`config.mk`:
```
export PLATFORM = sky130hd
export DESIGN_NAME = fc_mac_array
export DESIGN_NICKNAME = d
export VERILOG_FILES = /design/src/rtl/fc_pkg.sv /design/src/rtl/fc_lane_mult_sum.sv /design/src/rtl/fc_mac_array.sv
export SDC_FILE = /design/constraint.sdc
export NUM_CORES = 2
export LEC_CHECK = 0
export CORE_UTILIZATION = 58
export CTS_CLUSTER_DIAMETER = 40
export DETAILED_ROUTE_END_ITERATION = 12
export GPL_ROUTABILITY_DRIVEN = 0
export PLACE_DENSITY = 0.8
export SLEW_MARGIN = 20
export SYNTH_ARGS = -nofsm -noshare
export SYNTH_HDL_FRONTEND = slang
export SYNTH_SLANG_ARGS = --single-unit
```
`constraint.sdc`:
```
create_clock -name clk -period 5.8 [get_ports clk]
set_input_delay 0.58 -clock clk [delete_from_list [all_inputs] [get_ports clk]]
set_output_delay 0.58 -clock clk [all_outputs]
set_load 0.01 [all_outputs]
```
`src/rtl/fc_pkg.sv`:
```
// Shared types, defaults and helpers for the fully-connected MAC array.
package fc_pkg;

  localparam int DEF_LANES  = 4;
  localparam int DEF_DATA_W = 16;
  localparam int DEF_ACC_W  = 40;
  localparam int DEF_OUT_W  = 16;
  localparam int DEF_IDX_W  = 12;

  typedef enum logic [1:0] {IDLE, RUN, DRAIN} fc_state_e;

  // Width of an exact sum of LANES signed DATA_W x DATA_W products.
  function automatic int lane_sum_w(input int lanes, input int data_w);
    return 2 * data_w + $clog2(lanes);
  endfunction

  // Clamp a signed value to the range of a signed out_w-bit number.
  function automatic logic signed [63:0] sat_clip(input logic signed [63:0] v, input int out_w);
    logic signed [63:0] hi;
    logic signed [63:0] lo;
    hi = (64'sd1 <<< (out_w - 1)) - 64'sd1;
    lo = -(64'sd1 <<< (out_w - 1));
    if (v > hi) return hi;
    if (v < lo) return lo;
    return v;
  endfunction

endpackage

```
`src/rtl/fc_lane_mult_sum.sv`:
```
// S1 of the MAC pipe: registered per-lane products and beat flags, with the
// lane adder tree reading the registered products.
module fc_lane_mult_sum
  import fc_pkg::*;
#(
  parameter int LANES  = DEF_LANES,
  parameter int DATA_W = DEF_DATA_W
) (
  input  logic                                    clk,
  input  logic                                    rst_n,
  input  logic                                    en,
  input  logic                                    in_vld,
  input  logic                                    in_first,
  input  logic                                    in_last,
  input  logic [LANES*DATA_W-1:0]                 fin,
  input  logic [LANES*DATA_W-1:0]                 wgt,
  output logic                                    s1_vld,
  output logic                                    s1_first,
  output logic                                    s1_last,
  output logic signed [lane_sum_w(LANES, DATA_W)-1:0] sum
);

  localparam int PROD_W = 2 * DATA_W;
  localparam int SUM_W  = lane_sum_w(LANES, DATA_W);

  logic signed [PROD_W-1:0] prod_q [LANES];

  // NOTE: registered state uses <= so every flop samples pre-edge values.
  always_ff @(posedge clk) begin
    if (!rst_n) begin
      s1_vld   <= 1'b0;
      s1_first <= 1'b0;
      s1_last  <= 1'b0;
    end else if (en) begin
      s1_vld   <= in_vld;
      s1_first <= in_first;
      s1_last  <= in_last;
    end
  end

  // NOTE: product registers carry no reset; s1_vld qualifies them.
  always_ff @(posedge clk) begin
    if (en && in_vld) begin
      for (int i = 0; i < LANES; i++) begin
        prod_q[i] <= PROD_W'($signed(fin[i*DATA_W +: DATA_W])) *
                     PROD_W'($signed(wgt[i*DATA_W +: DATA_W]));
      end
    end
  end

  always_comb begin
    sum = '0;
    for (int i = 0; i < LANES; i++) sum = sum + SUM_W'(prod_q[i]);
  end

endmodule

```
`src/rtl/fc_mac_array.sv`:
```
// Fully-connected-layer MAC engine: streams fin/wgt beats, accumulates each
// output channel from its bias, then requantises onto a valid/ready output.
module fc_mac_array
  import fc_pkg::*;
#(
  parameter int LANES  = DEF_LANES,
  parameter int DATA_W = DEF_DATA_W,
  parameter int ACC_W  = DEF_ACC_W,
  parameter int OUT_W  = DEF_OUT_W,
  parameter int IDX_W  = DEF_IDX_W
) (
  input  logic                    clk,
  input  logic                    rst_n,
  input  logic                    cfg_start,
  input  logic [IDX_W-1:0]        cfg_fin_beats,
  input  logic [IDX_W-1:0]        cfg_fout_len,
  input  logic [5:0]              cfg_shift,
  input  logic                    cfg_relu,
  output logic                    busy,
  input  logic                    in_vld,
  output logic                    in_rdy,
  input  logic [LANES*DATA_W-1:0] in_fin,
  input  logic [LANES*DATA_W-1:0] in_wgt,
  input  logic [ACC_W-1:0]        in_bias,
  output logic                    out_vld,
  input  logic                    out_rdy,
  output logic [OUT_W-1:0]        out_data,
  output logic [IDX_W-1:0]        out_fout_idx,
  output logic                    done
);

  localparam int SUM_W = lane_sum_w(LANES, DATA_W);
  localparam logic [IDX_W-1:0] IDX_ONE = IDX_W'(1);

  fc_state_e         state;
  logic [IDX_W-1:0]  beats_q, fout_q, beat_cnt, ch_cnt, res_idx;
  logic [5:0]        shift_q;
  logic              relu_q;

  logic stall, en, accept, pop, start_ok, first_beat, last_beat, last_ch;

  assign stall      = out_vld && !out_rdy;
  assign en         = !stall;
  assign in_rdy     = (state == RUN) && !stall;
  assign accept     = in_vld && in_rdy;
  assign pop        = out_vld && out_rdy;
  assign start_ok   = (state == IDLE) && cfg_start && (cfg_fin_beats != '0) && (cfg_fout_len != '0);
  assign first_beat = (beat_cnt == '0);
  assign last_beat  = (beat_cnt == beats_q - IDX_ONE);
  assign last_ch    = (ch_cnt == fout_q - IDX_ONE);

  always_ff @(posedge clk) begin
    if (!rst_n) begin
      state    <= IDLE;
      busy     <= 1'b0;
      done     <= 1'b0;
      beat_cnt <= '0;
      ch_cnt   <= '0;
      beats_q  <= '0;
      fout_q   <= '0;
      shift_q  <= '0;
      relu_q   <= 1'b0;
    end else begin
      done <= 1'b0;
      case (state)
        IDLE: if (start_ok) begin
          beats_q  <= cfg_fin_beats;
          fout_q   <= cfg_fout_len;
          shift_q  <= cfg_shift;
          relu_q   <= cfg_relu;
          beat_cnt <= '0;
          ch_cnt   <= '0;
          busy     <= 1'b1;
          state    <= RUN;
        end
        RUN: if (accept) begin
          if (last_beat) begin
            beat_cnt <= '0;
            if (last_ch) state <= DRAIN;
            else         ch_cnt <= ch_cnt + IDX_ONE;
          end else begin
            beat_cnt <= beat_cnt + IDX_ONE;
          end
        end
        DRAIN: if (pop && (out_fout_idx == fout_q - IDX_ONE)) begin
          done  <= 1'b1;
          busy  <= 1'b0;
          state <= IDLE;
        end
        default: state <= IDLE;
      endcase
    end
  end

  logic                    s1_vld, s1_first, s1_last;
  logic signed [SUM_W-1:0] s1_sum;
  logic signed [ACC_W-1:0] s1_bias, sum_ext;

  fc_lane_mult_sum #(.LANES(LANES), .DATA_W(DATA_W)) u_mult_sum (
    .clk      (clk),
    .rst_n    (rst_n),
    .en       (en),
    .in_vld   (accept),
    .in_first (first_beat),
    .in_last  (last_beat),
    .fin      (in_fin),
    .wgt      (in_wgt),
    .s1_vld   (s1_vld),
    .s1_first (s1_first),
    .s1_last  (s1_last),
    .sum      (s1_sum)
  );

  // Bias rides alongside S1 so it lines up with the channel's first beat.
  always_ff @(posedge clk) begin
    if (accept && first_beat) s1_bias <= $signed(in_bias);
  end

  assign sum_ext = ACC_W'(s1_sum);

  logic signed [ACC_W-1:0] acc;
  logic                    acc_vld, acc_last;

  always_ff @(posedge clk) begin
    if (!rst_n) begin
      acc_vld  <= 1'b0;
      acc_last <= 1'b0;
      acc      <= '0;
    end else if (en) begin
      acc_vld  <= s1_vld;
      acc_last <= s1_vld && s1_last;
      if (s1_vld) acc <= (s1_first ? s1_bias : acc) + sum_ext;
    end
  end

  logic signed [ACC_W-1:0] shifted;
  logic [OUT_W-1:0]        q_data;

  // NOTE: every always_comb output gets a value on all paths, so no latch.
  always_comb begin
    shifted = acc >>> shift_q;
    if (relu_q && shifted[ACC_W-1]) shifted = '0;
    q_data = OUT_W'(sat_clip(64'(shifted), OUT_W));
  end

  always_ff @(posedge clk) begin
    if (!rst_n) begin
      out_vld      <= 1'b0;
      out_data     <= '0;
      out_fout_idx <= '0;
      res_idx      <= '0;
    end else begin
      if (start_ok) res_idx <= '0;
      if (en && acc_vld && acc_last) begin
        out_vld      <= 1'b1;
        out_data     <= q_data;
        out_fout_idx <= res_idx;
        res_idx      <= res_idx + IDX_ONE;
      end else if (out_rdy) begin
        out_vld <= 1'b0;
      end
    end
  end

endmodule

```
After elaboration in Yosys (flattened, before gate mapping)
Memory sizes are Yosys's and may differ from the RTL's. Cells that the tools add are included.

Register bits: 185. Bits in writable memories: 128. Input port bits: 204. Memories kept: 1.

Memory list: u_mult_sum.prod_q (depth 4, bits a word 32, rd ports 4, clocked after Yosys merged registers in 0, wr ports 4, line fc_lane_mult_sum.sv:26) `logic signed [PROD_W-1:0] prod_q [LANES];`.

$add $sub $neg: 9. $mul: 4. Magnitude comparators: 2. Equality and inequality tests: 11. Shifts and indexed selects: 1. Multiplexer cells: 32. Bitwise operators: 1. Reduce and logical (&&, ||, !) cells: 31.

Operator list (count): $mul A16 B16 Y32 (4); $mux W12 (7); $mux W40 (2); $mux W16 (4); $pmux W12 S2 (2); $add A40 B34 Y40 (1); $gt A40 B16 Y1 const B (1); $lt A40 B16 Y1 const B (1); $sshr A40 B6 Y40 (1); $add A12 B1 Y12 const B (3); $eq A12 B12 Y1 (3); $add A33 B32 Y34 (1); $add A34 B32 Y34 (1); $add A32 B32 Y33 (1); $reduce_bool A12 Y1 (2); $sub A12 B1 Y12 const B (2); $logic_and A1 B1 Y1 (14); $logic_not A12 Y1 (1); $mux W1 (10); $mux W2 (5); $ne A2 B2 Y1 const B (5); $reduce_and A5 Y1 (2); $reduce_bool A2 Y1 (4); $pmux W2 S3 (1); 9 further kinds (13).

Longest topological paths before layout
Depth after elaboration: 8. Gate-level depth with buffers: 24. Depth with buffers taken out: 22.

Hierarchy
A second synthesis with hierarchy kept.

Cells, all modules: 6260. Area total of the unflattened synthesis: 59104.2 µm².

Modules (own cells, without submodules): fc_lane_mult_sum (times used 1, cells an instance 4721, area each 45899.0 µm², sequential area each 3903.7 µm²); fc_mac_array (times used 1, cells an instance 1539, area each 13205.2 µm², sequential area each 4043.9 µm²).

Least setup slack after synthesis
No wires, ideal clock.

Path type: in2reg. Start point: input port in_fin[15]. End point: memory u_mult_sum.prod_q[0][29] (netlist name), data pin. Arrival time: 6.218 ns. Slack: -0.598 ns. Stages: 20. Path buffers: 1. Cell sequence: clkbuf_1 nand2_1 inv_1 fa_1 fa_1 fa_1 fa_1 fa_1 inv_1 fa_1 inv_1 ha_1 inv_1 or3_1 nor2_1 a21oi_1 nor3_1 and2_1 o21ai_0 a221oi_1.

RTL lines: from (decl) (line fc_mac_array.sv:22) `input logic [LANES*DATA_W-1:0] in_fin,`; to (decl) (line fc_lane_mult_sum.sv:26).

==> metrics.md <==
| Metric | Value |
|---|---|
| Outcome | `finished with violations` |
| Failing checks | `negative setup slack` |
| Slew headroom | `0.3000` |
| Longest Clk Path Bufs | `3` |
| Vias per cell | `5.781` |
| CTS tree | `yes` |
| Compound-gate portion of the synthesized area | `0.06467` |
| CP max-delay cell | `fa_1` |
| Final #Nets | `8,639` |
| Commonest non-fill, non-tap cells in the layout | `inv_1, fa_1, buf_4, nand2_1, and2_1` |
| PortBufs | `235` |
| Final hold violation count | `0` |
| Uppermost layer routed | `met5` |
| Max-cap viol count | `0` |
| Place WS | `-1077 ps` |
| Synthesized net count | `between 7,000 and 8,000` |
| Metal-1 WL | `61,420 µm` |
| Area Overhead vs Synth | `22.46%` |
| Depth of the CTS H-tree | `2` |
| Largest family of logic cells by synthesized area | `adder cells` |
| Detail Route met2 WL | `82,050 µm` |
| Syn avg cell area | `approximately 10 µm²` |
| CP Data Required Time | `between 6000 and 7000 ps` |
| Kind of critical path | `primary input to flop` |
| Capturing element type of the critical path | `flop` |
| Levels on crit path | `23` |
| Critical Path Most Common Cell | `fa_1` |
| Boundary Pins | `236` |
| Skew-Pair Late Insertion Delay | `around 570 ps` |
| Cell family with most CP delay | `adder cells` |
| Hold Path Class | `flop to flop` |
| GRT overflow | `0` |
| Layout cells sized above 1 | `0.2249` |
| RSZ-0062 raised after global routing | `yes` |
| Commonest non-fill, non-tap cell in the layout | `inv_1` |
| Slew Viols, Final | `0` |
| Die W | `319.3 µm` |
| Worst Path Buf+Inv | `8` |
| Detail Placement HPWL | `124,200 µm` |
| Num rows | `116` |
| Aggregate routed wire length | `168,000 µm` |
| Synth warn | `0` |
| Worst-Margin Slew | `1049 ps` |
| Initial DRC Count | `4,140` |
| Register Area | `7954 µm²` |
| Max stage delay on crit path | `550 ps` |
| Period utilisation layout | `1.031` |
| Async set-reset flop share out of synthesis | `0` |
| Placed inst area | `66,910 µm²` |
| Number of synthesized flops with an enable pin | `168` |
| Vias in the first global route | `50,310` |
| CTS sink cnt | `313` |
| Setup Viol. Count Final | `11` |
| Sequential cell area fraction in the yosys report | `0.1361` |
| Multiplexer share of the synthesized area | `0.04186` |
| Adder-cell share of the synthesized area | `0.4791` |
| Largest net degree at the start of global routing | `approximately 100` |
| Final Non-Filler Cells | `8,234` |
| DR pass1 iterations | `6` |
| Multi-input gate area | `46,560 µm²` |
| Overall Global Routing Usage | `0.3135` |
| Simple-gate area share of the yosys netlist | `0.1442` |
| Clock skew | `28.68 ps` |
| Met3 WL | `around 15,000 µm` |
| Critical Path Start Type | `primary input` |
| Drt drc | `0` |
| Die ar. | `102,000 µm²` |
| Core area | `100,000 µm²` |
| Fmax | `167.3 MHz` |
| Mapped Area | `a little under 60,000 µm²` |
| CP startpoint | `in_wgt[37]` |
| Starting Density | `0.5841` |
| Die H | `319.3 µm` |
| FILL cells | `6,321` |
| Post-layout util | `0.7153` |
| Library cells used by synthesis | `96` |
| Cells after synthesis | `5,995` |
| Worst r2r src | `u_mult_sum.s1_first` |
| Drt wl/cell | `20.40 µm` |
| Clk root buf | `clkbuf_16` |
| Dominant synthesized flop cell | `edfxtp_1` |
| WHS Path Cells | `2` |
| Crit-path cells | `clkbuf_2 > buf_12 > buf_6 > and2_1 > fa_1 > inv_1 > fa_2 > fa_1 > inv_1 > fa_1 > fa_1 > inv_2 > fa_1 > inv_2 > ha_4 > nand2_2 > o31a_1 > nor4_4 > buf_4 > o211ai_1 > a21oi_1 > nor2_1 > xnor2_1` |
| Xor/xnor share of the synthesized area | `0.03734` |
| Detail Route Antenna Nets | `0` |
| Finished Cell Area | `between 70,000 and 80,000 µm²` |
| First-pass GRT wire length | `255,700 µm` |
| Cell count of the worst reg-to-reg path | `16` |
| Via count | `47,600` |
| Worst-path clk slew | `60 ps` |
| CP arrival | `6270 ps` |
| Inst Count DP | `7,959` |
| Worst R2R Setup Slack | `210 ps` |
| Initial antenna violation count | `14` |
| Crit Path Max Fanout | `7` |
| Final WS setup | `-178.8 ps` |
| CTS Buf Count | `39` |
| Min-Delay Startpoint | `busy` |
| Min Tclk post-route | `5979 ps` |
| Flops & latches, synth | `around 310` |
[layer usage]
layer | track usage | vias to the layer above
met5 | 0 | -
li1 | - | 20490
met2 | 0.5321 | 2618
met4 | 0.1399 | 6
met3 | 0.04712 | 732
met1 | 0.3977 | 23760
[path summary, 6_finish.rpt]
path,endpoint
max reg2reg,acc[39]
min reg2reg,busy
max,u_mult_sum.prod_q[2][29]
min,busy
[logic make-up (layout without fill, tap and decap cells)]
family          Yosys count  after routing
xor+xnor                238            238
mux                     174            174
buf+inv                1425           2356
other cells               0             10
compound gates          599            599
flops                   313            313
fa+ha+maj              1538           1538
simple gates           1708           1708
[layout make-up]
cell class,count,share of cell area
well taps,1298,0.02270
clock buffers,45,0.01469
clock inverters,25,0.003393
repair buffers,1082,0.1334
multi-input cells,4257,0.6509
diodes,10,0.0003498
inverters,1204,0.06334
flip-flops and latches,313,0.1112
[cells in the mapped netlist, drive strengths merged (7+ instances only)]
master | count | area (µm²)
a21boi | 7 | 52.55
o21ai | 114 | 570.6
clkbuf | 186 | 798.3
o21a | 22 | 165.2
a211oi | 31 | 237.7
a211o | 8 | 70.07
nand4 | 26 | 162.7
mux4 | 47 | 1091
o21bai | 22 | 165.2
edfxtp | 168 | 5045
a21oi | 233 | 1196
nor2b | 13 | 81.33
nand2 | 666 | 2500
nand3b | 8 | 60.06
a31oi | 16 | 100.1
mux2 | 60 | 683.2
fa | 1164 | 23300
xnor2 | 160 | 1401
a21o | 44 | 330.3
buf | 32 | 260.2
mux2i | 67 | 670.6
o311ai | 8 | 70.07
o211ai | 25 | 187.7
nor4 | 30 | 224.0
nand2b | 36 | 225.2
and2 | 509 | 3184
dfxtp | 145 | 2903
xor2 | 71 | 621.9
ha | 374 | 4679
and3 | 24 | 150.1
or3 | 23 | 143.9
nand3 | 62 | 310.3
or2 | 10 | 62.56
o31ai | 13 | 102.6
nor2 | 241 | 909.6
nor3 | 31 | 155.2
inv | 1204 | 4519
xnor3 | 7 | 157.7
[per-stage QoR]
step,hold slack [ps],TNS (ps)
floorplan,440.4,-108.6
global placement,442.5,-42410
detailed placement,447.3,-50810
CTS,455.2,-206.8
global route,470.6,-3190
finish,454.1,-637.6
[worst reg2reg max path, delay by kind of cell, from the launching register on]
family                   cells  cell delay [ps]
adder cells (fa/ha/maj)      4             1820
AO/OA/AOI/OAI                6             1310
AND/OR/NAND/NOR              3              850
buffers and inverters        2              720
flip-flops                   1              370
multiplexers                 1              370
[timing repair]
item / 4_1_cts / 5_1_grt
pin swaps: 192 / 316
resized for setup: 366 / 566
cloned: 17 / 12
hold endpoints to repair: 0 / 0
hold buffers: 0 / 0
buffers inserted: 80 / 90
setup endpoints to repair: 55 / 57
[flip-flops by register name, summed over array words and instances, names as in the netlist, 2 cells and up]
register           cells
acc                   40
beat_cnt              12
beats_q               12
ch_cnt                12
fout_q                12
out_data              16
out_fout_idx          12
res_idx               12
s1_bias               40
shift_q                6
state                  2
u_mult_sum.prod_q    128
Power is not shown: default switching activity piles up to over one toggle a cycle in this logic, so the estimate is an artifact.
